==> src/rtl/hazard_ctrl_sb.sv <==
// Pipeline hazard controller: back-pressure stall chain, load-use and scoreboard
// interlocks, redirect flushes, mode-switch drain sequencer and stall counter.
module hazard_ctrl_sb #(
  parameter int unsigned NSTAGE    = 5,
  parameter int unsigned RA_W      = 5,
  parameter int unsigned LAT_W     = 3,
  parameter int unsigned DRAIN_CYC = 2
) (
  input  logic                     clk,
  input  logic                     rst,
  input  logic [RA_W-1:0]          rs1_addr_id,
  input  logic [RA_W-1:0]          rs2_addr_id,
  input  logic                     use_rs1_id,
  input  logic                     use_rs2_id,
  input  logic                     is_load_exe,
  input  logic                     we_reg_exe,
  input  logic [RA_W-1:0]          rd_addr_exe,
  input  logic                     issue_valid_id,
  input  logic [RA_W-1:0]          issue_rd_id,
  input  logic [LAT_W-1:0]         issue_lat_id,
  input  logic                     redirect_exe,
  input  logic                     if_stall,
  input  logic                     mem_stall,
  input  logic                     switch_mode,
  output logic [NSTAGE-1:0]        stall_o,
  output logic [NSTAGE-1:0]        flush_o,
  output logic [(2**RA_W)-1:0]     sb_busy_o,
  output logic [31:0]              perf_stall_cnt_o
);

  localparam int unsigned NREG = 2 ** RA_W;
  localparam int unsigned DC_W = (DRAIN_CYC < 1) ? 1 : $clog2(DRAIN_CYC + 1);

  logic [LAT_W-1:0]  cnt [NREG];
  logic [DC_W-1:0]   drain_cnt;
  logic              sw_q;

  logic              rise_c;
  logic              drain_active_c;
  logic              load_use_c;
  logic              raw_c;
  logic              waw_c;
  logic              hz_id_c;
  logic              issue_fire_c;
  logic [LAT_W-1:0]  lat_eff_c;
  logic [NSTAGE-1:0] stall_c;
  logic [NSTAGE-1:0] flush_c;

  assign rise_c         = switch_mode & ~sw_q;
  assign drain_active_c = (drain_cnt != '0) | rise_c;

  // ID-stage interlocks: load-use against EXE, RAW/WAW against pending long-latency writes
  always_comb begin
    load_use_c = is_load_exe & we_reg_exe & (rd_addr_exe != '0) &
                 ((use_rs1_id & (rs1_addr_id == rd_addr_exe)) |
                  (use_rs2_id & (rs2_addr_id == rd_addr_exe)));
    raw_c      = (use_rs1_id & (rs1_addr_id != '0) & (cnt[rs1_addr_id] != '0)) |
                 (use_rs2_id & (rs2_addr_id != '0) & (cnt[rs2_addr_id] != '0));
    waw_c      = issue_valid_id & (issue_rd_id != '0) & (cnt[issue_rd_id] != '0);
    hz_id_c    = load_use_c | raw_c | waw_c;
  end

  // Stall propagates upstream from the back end; flushes bubble the first free register
  always_comb begin
    stall_c = '0;
    flush_c = '0;
    stall_c[NSTAGE-1] = mem_stall;
    for (int k = int'(NSTAGE) - 2; k >= 2; k--) begin
      stall_c[k] = stall_c[k+1];
    end
    stall_c[1] = hz_id_c | stall_c[2];
    stall_c[0] = stall_c[1] | if_stall | drain_active_c;
    for (int k = 1; k < int'(NSTAGE); k++) begin
      flush_c[k] = stall_c[k-1] & ~stall_c[k];
    end
    // A redirect blocked by back-pressure stays asserted in EXE and lands on release
    if (redirect_exe && !stall_c[2]) begin
      flush_c[1] = 1'b1;
      flush_c[2] = 1'b1;
    end
    if (drain_active_c) begin
      flush_c[NSTAGE-1:1] = '1;
    end
  end

  assign stall_o = rst ? '0 : stall_c;
  assign flush_o = rst ? '0 : flush_c;

  assign lat_eff_c    = (issue_lat_id == '0) ? LAT_W'(1) : issue_lat_id;
  assign issue_fire_c = issue_valid_id & ~stall_c[1] & ~flush_c[2] &
                        ~drain_active_c & (issue_rd_id != '0);

  always_comb begin
    sb_busy_o = '0;
    for (int r = 1; r < int'(NREG); r++) begin
      sb_busy_o[r] = (cnt[r] != '0);
    end
  end

  // Scoreboard counters run independently of pipeline stalls
  always_ff @(posedge clk or posedge rst) begin
    if (rst) begin
      for (int r = 0; r < int'(NREG); r++) begin
        cnt[r] <= '0;
      end
    end else begin
      for (int r = 0; r < int'(NREG); r++) begin
        if (rise_c) begin
          cnt[r] <= '0;
        end else if (issue_fire_c && (issue_rd_id == RA_W'(r))) begin
          cnt[r] <= lat_eff_c;
        end else if (cnt[r] != '0) begin
          cnt[r] <= cnt[r] - LAT_W'(1);
        end
      end
    end
  end

  // Drain sequencer: edge cycle plus DRAIN_CYC following cycles, retriggerable
  always_ff @(posedge clk or posedge rst) begin
    if (rst) begin
      sw_q      <= 1'b0;
      drain_cnt <= '0;
    end else begin
      sw_q <= switch_mode;
      if (rise_c) begin
        drain_cnt <= DC_W'(DRAIN_CYC);
      end else if (drain_cnt != '0) begin
        drain_cnt <= drain_cnt - DC_W'(1);
      end
    end
  end

  always_ff @(posedge clk or posedge rst) begin
    if (rst) begin
      perf_stall_cnt_o <= '0;
    end else if (stall_c[0]) begin
      perf_stall_cnt_o <= perf_stall_cnt_o + 32'd1;
    end
  end

endmodule
==> config.mk <==
export PLATFORM = sky130hd
export DESIGN_NAME = hazard_ctrl_sb
export DESIGN_NICKNAME = d
export VERILOG_FILES = /design/src/rtl/hazard_ctrl_sb.sv
export SDC_FILE = /design/constraint.sdc
export NUM_CORES = 1
export LEC_CHECK = 0
export CAP_MARGIN = 5
export CELL_PAD_IN_SITES_DETAIL_PLACEMENT = 0
export CELL_PAD_IN_SITES_GLOBAL_PLACEMENT = 1
export CORE_MARGIN = 2
export CORE_UTILIZATION = 44
export CTS_CLUSTER_DIAMETER = 80
export CTS_CLUSTER_SIZE = 8
export DETAILED_ROUTE_END_ITERATION = 16
export PLACE_DENSITY_LB_ADDON = 0.08
export SLEW_MARGIN = 20
export SYNTH_ARGS = -nofsm -noshare
export SYNTH_HDL_FRONTEND = slang
export SYNTH_SLANG_ARGS = --single-unit
export TNS_END_PERCENT = 5
==> constraint.sdc <==
create_clock -name clk -period 4.95 [get_ports clk]
set_clock_uncertainty 0.15 [all_clocks]
set_input_delay 0.7425 -clock clk [delete_from_list [all_inputs] [get_ports clk]]
set_output_delay 0.7425 -clock clk [all_outputs]
set_load 0.01 [all_outputs]
=== Word-level counts from Yosys, hierarchy flattened ===
Cells that the tools add are included.

* Add/subtract/negate cells: 34
* $lt $le $gt $ge: 3
* Equal/unequal tests: 33
* Multiplexer cells: 112
* Bitwise operators: 34
* Reductions and logical operators: 109

{| class="wikitable"
|+ Operators by type and width
! cell !! number
|-
| $mux W3 || 103
|-
| $reduce_bool A3 Y1 || 67
|-
| $sub A3 B1 Y3 const B || 32
|-
| $eq A5 B5 Y1 const B || 16
|-
| $bmux W3 S5 || 3
|-
| $eq A5 B4 Y1 const B || 8
|-
| $logic_and A1 B1 Y1 || 33
|-
| $add A32 B1 Y32 const B || 1
|-
| $eq A5 B3 Y1 const B || 4
|-
| $reduce_bool A5 Y1 || 4
|-
| $and A1 B1 Y1 || 18
|-
| $ge A6 B6 Y1 const B || 3
|-
| $not A5 Y6 || 3
|-
| $eq A5 B2 Y1 const B || 2
|-
| $eq A5 B5 Y1 || 2
|-
| $mux W5 || 2
|-
| $or A1 B1 Y1 || 8
|-
| $mux W2 || 3
|-
| $eq A5 B1 Y1 const B || 1
|-
| $logic_not A5 Y1 || 1
|-
| $not A1 Y1 || 5
|-
| $mux W4 || 1
|-
| $reduce_bool A2 Y1 || 2
|-
| $logic_not A3 Y1 || 1
|-
| 2 further kinds || 2
|}

* Flip-flop bits (word level): 131
* Input port bits: 34
* Output and inout bits: 74
* Word-level logic and storage cells: 360

=== Logic depth before layout (Yosys ltp) ===
* Depth after elaboration: 22
* Depth in mapped cells: 13
* Gate-level depth less buffers: 8

=== Least setup slack after synthesis ===
OpenSTA, ideal clock, no wires.

* Path kind: input-to-output
* Start point: input port rst
* End point: output port flush_o[2]
* Arrival: 3.833 ns
* Setup slack: 0.224 ns
* Cell stages on the path: 2
* Cells stage by stage: inv_1 > o21a_1

* Word-level cells in the longest chain between the ends: 1

{| class="wikitable"
|+ RTL lines
! element !! line !! text
|-
| start, declared || 10 || <nowiki>input logic rst,</nowiki>
|-
| $mux W5 || 87 || <nowiki>assign flush_o = rst ? '0 : flush_c;</nowiki>
|-
| end, declared || 26 || <nowiki>output logic [NSTAGE-1:0] flush_o,</nowiki>
|}

No other way between the ends.

=== Worst setup path in the final report ===
* Start point: input port issue_rd_id[1]
* End point: output port flush_o[1]

* Word-level cells in the longest chain between the ends: 14
* Elaborated cells between the ends (all ways): 17
* Classes of those cells: mux: 6; bitwise: 9; reduce/logical: 2

{| class="wikitable"
|+ RTL lines
! element !! line !! text
|-
| start, declared || 19 || <nowiki>input logic [RA_W-1:0] issue_rd_id,</nowiki>
|-
| $not A5 Y6 (not written as such) || 59 || <nowiki>waw_c = issue_valid_id & (issue_rd_id != '0) & (cnt[issue_rd_id] != '0);</nowiki>
|-
| $bmux W3 S5 || 59 ||
|-
| $mux W3 (not written as such) (2 in series) || 59 ||
|-
| $reduce_bool A3 Y1 || 59 ||
|-
| $and A1 B1 Y1 * || 59 ||
|-
| $or A1 B1 Y1 * || 60 || <nowiki>hz_id_c = load_use_c | raw_c | waw_c;</nowiki>
|-
| $or A1 B1 Y1 * || 71 || <nowiki>stall_c[1] = hz_id_c | stall_c[2];</nowiki>
|-
| $or A1 B1 Y1 (2 in series) || 72 || <nowiki>stall_c[0] = stall_c[1] | if_stall | drain_active_c;</nowiki>
|-
| $and A1 B1 Y1 * || 74 || <nowiki>flush_c[k] = stall_c[k-1] & ~stall_c[k];</nowiki>
|-
| $mux W2 * || 77 || <nowiki>if (redirect_exe && !stall_c[2]) begin</nowiki>
|-
| $mux W4 * || 81 || <nowiki>if (drain_active_c) begin</nowiki>
|-
| $mux W5 * || 87 ||
|}

Mark *: on every way between the ends. The rest lies on a longest branch, timed or not. The select of a mux whose other input is x is not followed.

==> results.txt <==
The most frequent cell on the critical path is sky130_fd_sc_hd__clkdlybuf4s50_1. For this design the top-level I/O count stands at 108. The number of global-route vias before repair is 8,628, and the count of final hold-check violations is 0. STA classifies the critical path endpoint as a primary output.

After the last flow step, the layout net total stands at 1,377. The design area is 0.0119 mm². The total power was 6960 µW; the vertical extent of the die was 154 µm. The part of the cycle the worst path needs came out at 92.8%. For the overall die area, the log shows 0.0238 mm². The total leakage power came out at 0.00491 µW.

The worst hold path belongs to the class flip-flop to flip-flop. Summed over all layers, the routed wires come to 30.5 mm. The power per unit of standard cell area came out at 584 mW/mm². The DRC violations left was 0.

The worst pin sits at a relative slew slack of 23.6%. TritonCTS built the clock tree. Setup total negative slack on the finished layout was measured at 0 ns.

The die is 154 µm wide. Counting I/O delays and the setup requirement, the final critical path takes 4.59 ns. The weighted congestion at the end of routability-driven global placement is 0.945.

The final count of pins violating max slew was 0; the overall overflow remaining after global route was 0. Commonest non-fill, non-tap cell in the layout: sky130_fd_sc_hd__inv_1. TritonCTS created 17 clock buffers. The proportion of layout cells with a drive suffix above 1 works out to 6.67%. IR analysis of the VDD net gives a maximum drop of 0.000339 V. Once detail routing completed, the nets flagged for antenna violations numbered 0.

The detailed router placed 8,985 vias in this run. Synthesis produced 1,195 cells. Static timing analysis puts the maximum clock frequency at 0.218 GHz. The worst path setup slack after routing is 0.358 ns, and the average size of a mapped cell is 8.30 µm².

The combinational share of power is 52.7%, and the number of buffers added to fix hold violations after cts is 0. The biggest area contributor in the post-synthesis netlist is sky130_fd_sc_hd__dfrtp_1. The largest stage delay on the critical path works out to 0.55 ns.

For this run, asynchronously set or reset flops after synthesis account for 100%. Setup repair after global routing left no endpoint under its margin. For the number of warnings printed during yosys synthesis, the log shows 0.

Dividing the detail-routed wire length by the instance count gives 19.4 µm. The run gives 80 as the maximum number of pins on one net before global-route repair. Clock-pin slew was measured on the worst setup and hold paths at 0.07 ns. For the clock sink count, the log shows 131. Summed over all nets, the switching power comes to 2950 µW. The library cells used most frequently in the layout, excluding fill and tap cells, are sky130_fd_sc_hd__inv_1 (138), sky130_fd_sc_hd__nand2_1 (134), sky130_fd_sc_hd__dfrtp_1 (131), sky130_fd_sc_hd__clkdlybuf4s50_1 (104), sky130_fd_sc_hd__o21ai_0 (102). The average vias per placed instance is 5.72. Dominant delay contributor by cell family on the critical path: buffers and inverters. The synthesized netlist occupies a cell area of 0.00992 mm². The placed instances occupy a cell area of 0.0113 mm². Net switching is 42.3% of the power. Setup violations remaining at the end of the flow were counted as 0.

The number of synthesized register bits came out at 131. Ranked by total cell area, the synthesized netlist is headed by sky130_fd_sc_hd__dfrtp_1 (33%), sky130_fd_sc_hd__ha_1 (8.3%), sky130_fd_sc_hd__xnor2_1 (5.5%). Number of antenna diodes: 0. Critical path launch point: issue_rd_id[1]. Compared with the post-synthesis result, the final layout area differs by 20.2%. The master of the slowest instance on the critical path is sky130_fd_sc_hd__clkdlybuf4s50_1. Counting flops with a built-in enable in the synthesized netlist gives 0.

The maximum clock path buffer count was 2. The internal portion of the total power is 4020 µW. The worst register-to-register path begins at cnt[90]. The initial antenna violation count is 0. The critical path launch point type was an input pin.

Max-cap violations in this run came to 0. Counting both buffers and inverters, the worst setup path holds a total of 3. Walking the worst path, the cells encountered are clkdlybuf4s50_1 > buf_12 > nor4_1 > a2111oi_0 > or4_1 > a32o_1 > a32oi_4 > and2_1 > a31oi_1 > nor2_1 > clkdlybuf4s50_1. Counting distinct cell types in the post-synthesis netlist gives 64. The detailed router's first-iteration violation count came out at 568. The first detailed-routing pass ran for 5 iterations. The first global-routing pass estimated 48.6 mm of wire. The highest fanout seen on the critical path is 33, and the worst-margin pin slew is 1.14 ns.

Data on the critical path is required at its endpoint by 4.06 ns. Half-perimeter wire length after detailed placement: 21.5 mm. The worst setup path is of the input pin to primary output kind. STA puts the critical path data arrival time at 3.70 ns.

The clock network accounts for 18.6% of the total power. OpenSTA, run right after detailed placement, puts the worst setup slack at 0.102 ns. Buffers placed on the I/O ports in this run total 105. The root cell of the clock tree was sky130_fd_sc_hd__clkbuf_16. The buffer count from post-CTS setup fixing was 0. Per report_power, the sequential group accounts for 28.7% of the total.

Once the floorplan was initialized, standard cells occupied 45.2% of the core. The flow ran to the end, and the final reports show no timing, DRC or antenna violations. The synthesized design devotes to its leading area cell type 33.0% of total area. The clock reaches the later pin of the worst-skew pair after 0.44 ns.

The tools report the number of levels in the clock H-tree as 4. The logs give 33.0% for the sequential cell area fraction in the yosys report and 54 for the count of standard-cell rows. The most used flip-flop cell after synthesis is sky130_fd_sc_hd__dfrtp_1. The worst hold path begins at perf_stall_cnt_o[31]. The core region is 0.0220 mm². Global routing consumed, over all layers together, 26.2% of the routing resources.
==> routing by layer <==
| layer | vias up | share of wire [%] | GRT usage (%) |
|---|---|---|---|
| li1 | 4386 | - | - |
| met5 | - | 0 | 0 |
| met1 | 4272 | 44 | 34.7 |
| met2 | 266 | 48 | 43.6 |
| met4 | 0 | 2.9 | 9.17 |
| met3 | 61 | 5.1 | 4.26 |
==> path summary, 6_finish.rpt <==
path                                             end  slack, ns  cells after the start
min in group asynchronous                    cnt[91]       0.66                      2
worst min register to register  perf_stall_cnt_o[31]       0.32                      1
worst max register to register               cnt[28]       1.25                     10
worst min-delay path            perf_stall_cnt_o[31]       0.32                      1
worst max-delay path                      flush_o[1]       0.36                     11
max in group asynchronous       perf_stall_cnt_o[30]       2.31                      4
==> through the flow <==
step | util (%) | hold slack [ns] | instances
finish | 54.3 | 0.319 | 1570
global route | 54.3 | 0.363 | 1570
CTS | 54.3 | 0.326 | 1570
detailed placement | 51.5 | 0.317 | 1538
global placement | 51.5 | 0.312 | 1538
floorplan | - | 0.352 | 1196
==> registers in the layout, indices dropped and copies added (netlist names) <==
name / cells
drain_cnt: 2
sw_q: 1
cnt: 96
perf_stall_cnt_o: 32
==> cells by family (layout without fill, tap and decap cells) <==
family,count (synthesis),count (layout),share of synthesized area (%)
compound gates,247,247,15.8
simple gates,409,409,21.1
flops,131,131,33.0
buf+inv,216,310,8.66
fa+ha+maj,66,66,8.32
other cells,1,2,0.0378
mux,51,51,6.48
xor+xnor,74,74,6.53
==> final cells by class <==
class	instances	area, µm²
clock buffer	17	425
clock inverter	15	186
fill	2089	10000
inverter	140	531
multi-input combinational	849	5820
sequential	131	3280
tap	280	350
timing repair buffer	138	1340
==> cell usage after synthesis, types with 8 or more instances <==
| master | number |
|---|---|
| sky130_fd_sc_hd__xor2_1 | 12 |
| sky130_fd_sc_hd__nor4_1 | 41 |
| sky130_fd_sc_hd__ha_1 | 66 |
| sky130_fd_sc_hd__mux4_2 | 9 |
| sky130_fd_sc_hd__nand2_1 | 134 |
| sky130_fd_sc_hd__o21ai_0 | 103 |
| sky130_fd_sc_hd__o31a_1 | 20 |
| sky130_fd_sc_hd__or3_1 | 9 |
| sky130_fd_sc_hd__nor4b_1 | 11 |
| sky130_fd_sc_hd__dfrtp_1 | 131 |
| sky130_fd_sc_hd__nand4_1 | 16 |
| sky130_fd_sc_hd__a21oi_1 | 49 |
| sky130_fd_sc_hd__clkbuf_1 | 57 |
| sky130_fd_sc_hd__mux2i_1 | 38 |
| sky130_fd_sc_hd__and3_1 | 15 |
| sky130_fd_sc_hd__o21a_1 | 21 |
| sky130_fd_sc_hd__nor3_1 | 37 |
| sky130_fd_sc_hd__nor2_1 | 63 |
| sky130_fd_sc_hd__xnor2_1 | 62 |
| sky130_fd_sc_hd__or4_1 | 29 |
| sky130_fd_sc_hd__inv_1 | 140 |
| sky130_fd_sc_hd__nand3_1 | 29 |
| sky130_fd_sc_hd__buf_2 | 8 |
==> worst register-to-register path, delay by kind of cell (launching register included) <==
kind / cells / cell delay [ns]
flip-flops: 1 / 0.42
buffers and inverters: 2 / 0.49
AND/OR/NAND/NOR: 4 / 1.79
AO/OA/AOI/OAI: 4 / 0.77
==> power groups by stage <==
stage / registers (µW) / clock network, µW / logic (µW)
after floorplan: 1850 / 0 / 2610
final: 2000 / 1290 / 3670
after CTS: 2000 / 1320 / 3700
after global placement: 2020 / 0 / 3600
after global routing: 2060 / 1370 / 4190
after detailed placement: 2010 / 0 / 3680
==> timing repair <==
item | in CTS | in global routing
setup endpoints to repair | 0 | 1
gates resized for setup | 0 | 1
hold endpoints to repair | 0 | 0
No activity file was read; power rests on OpenSTA's default activity.
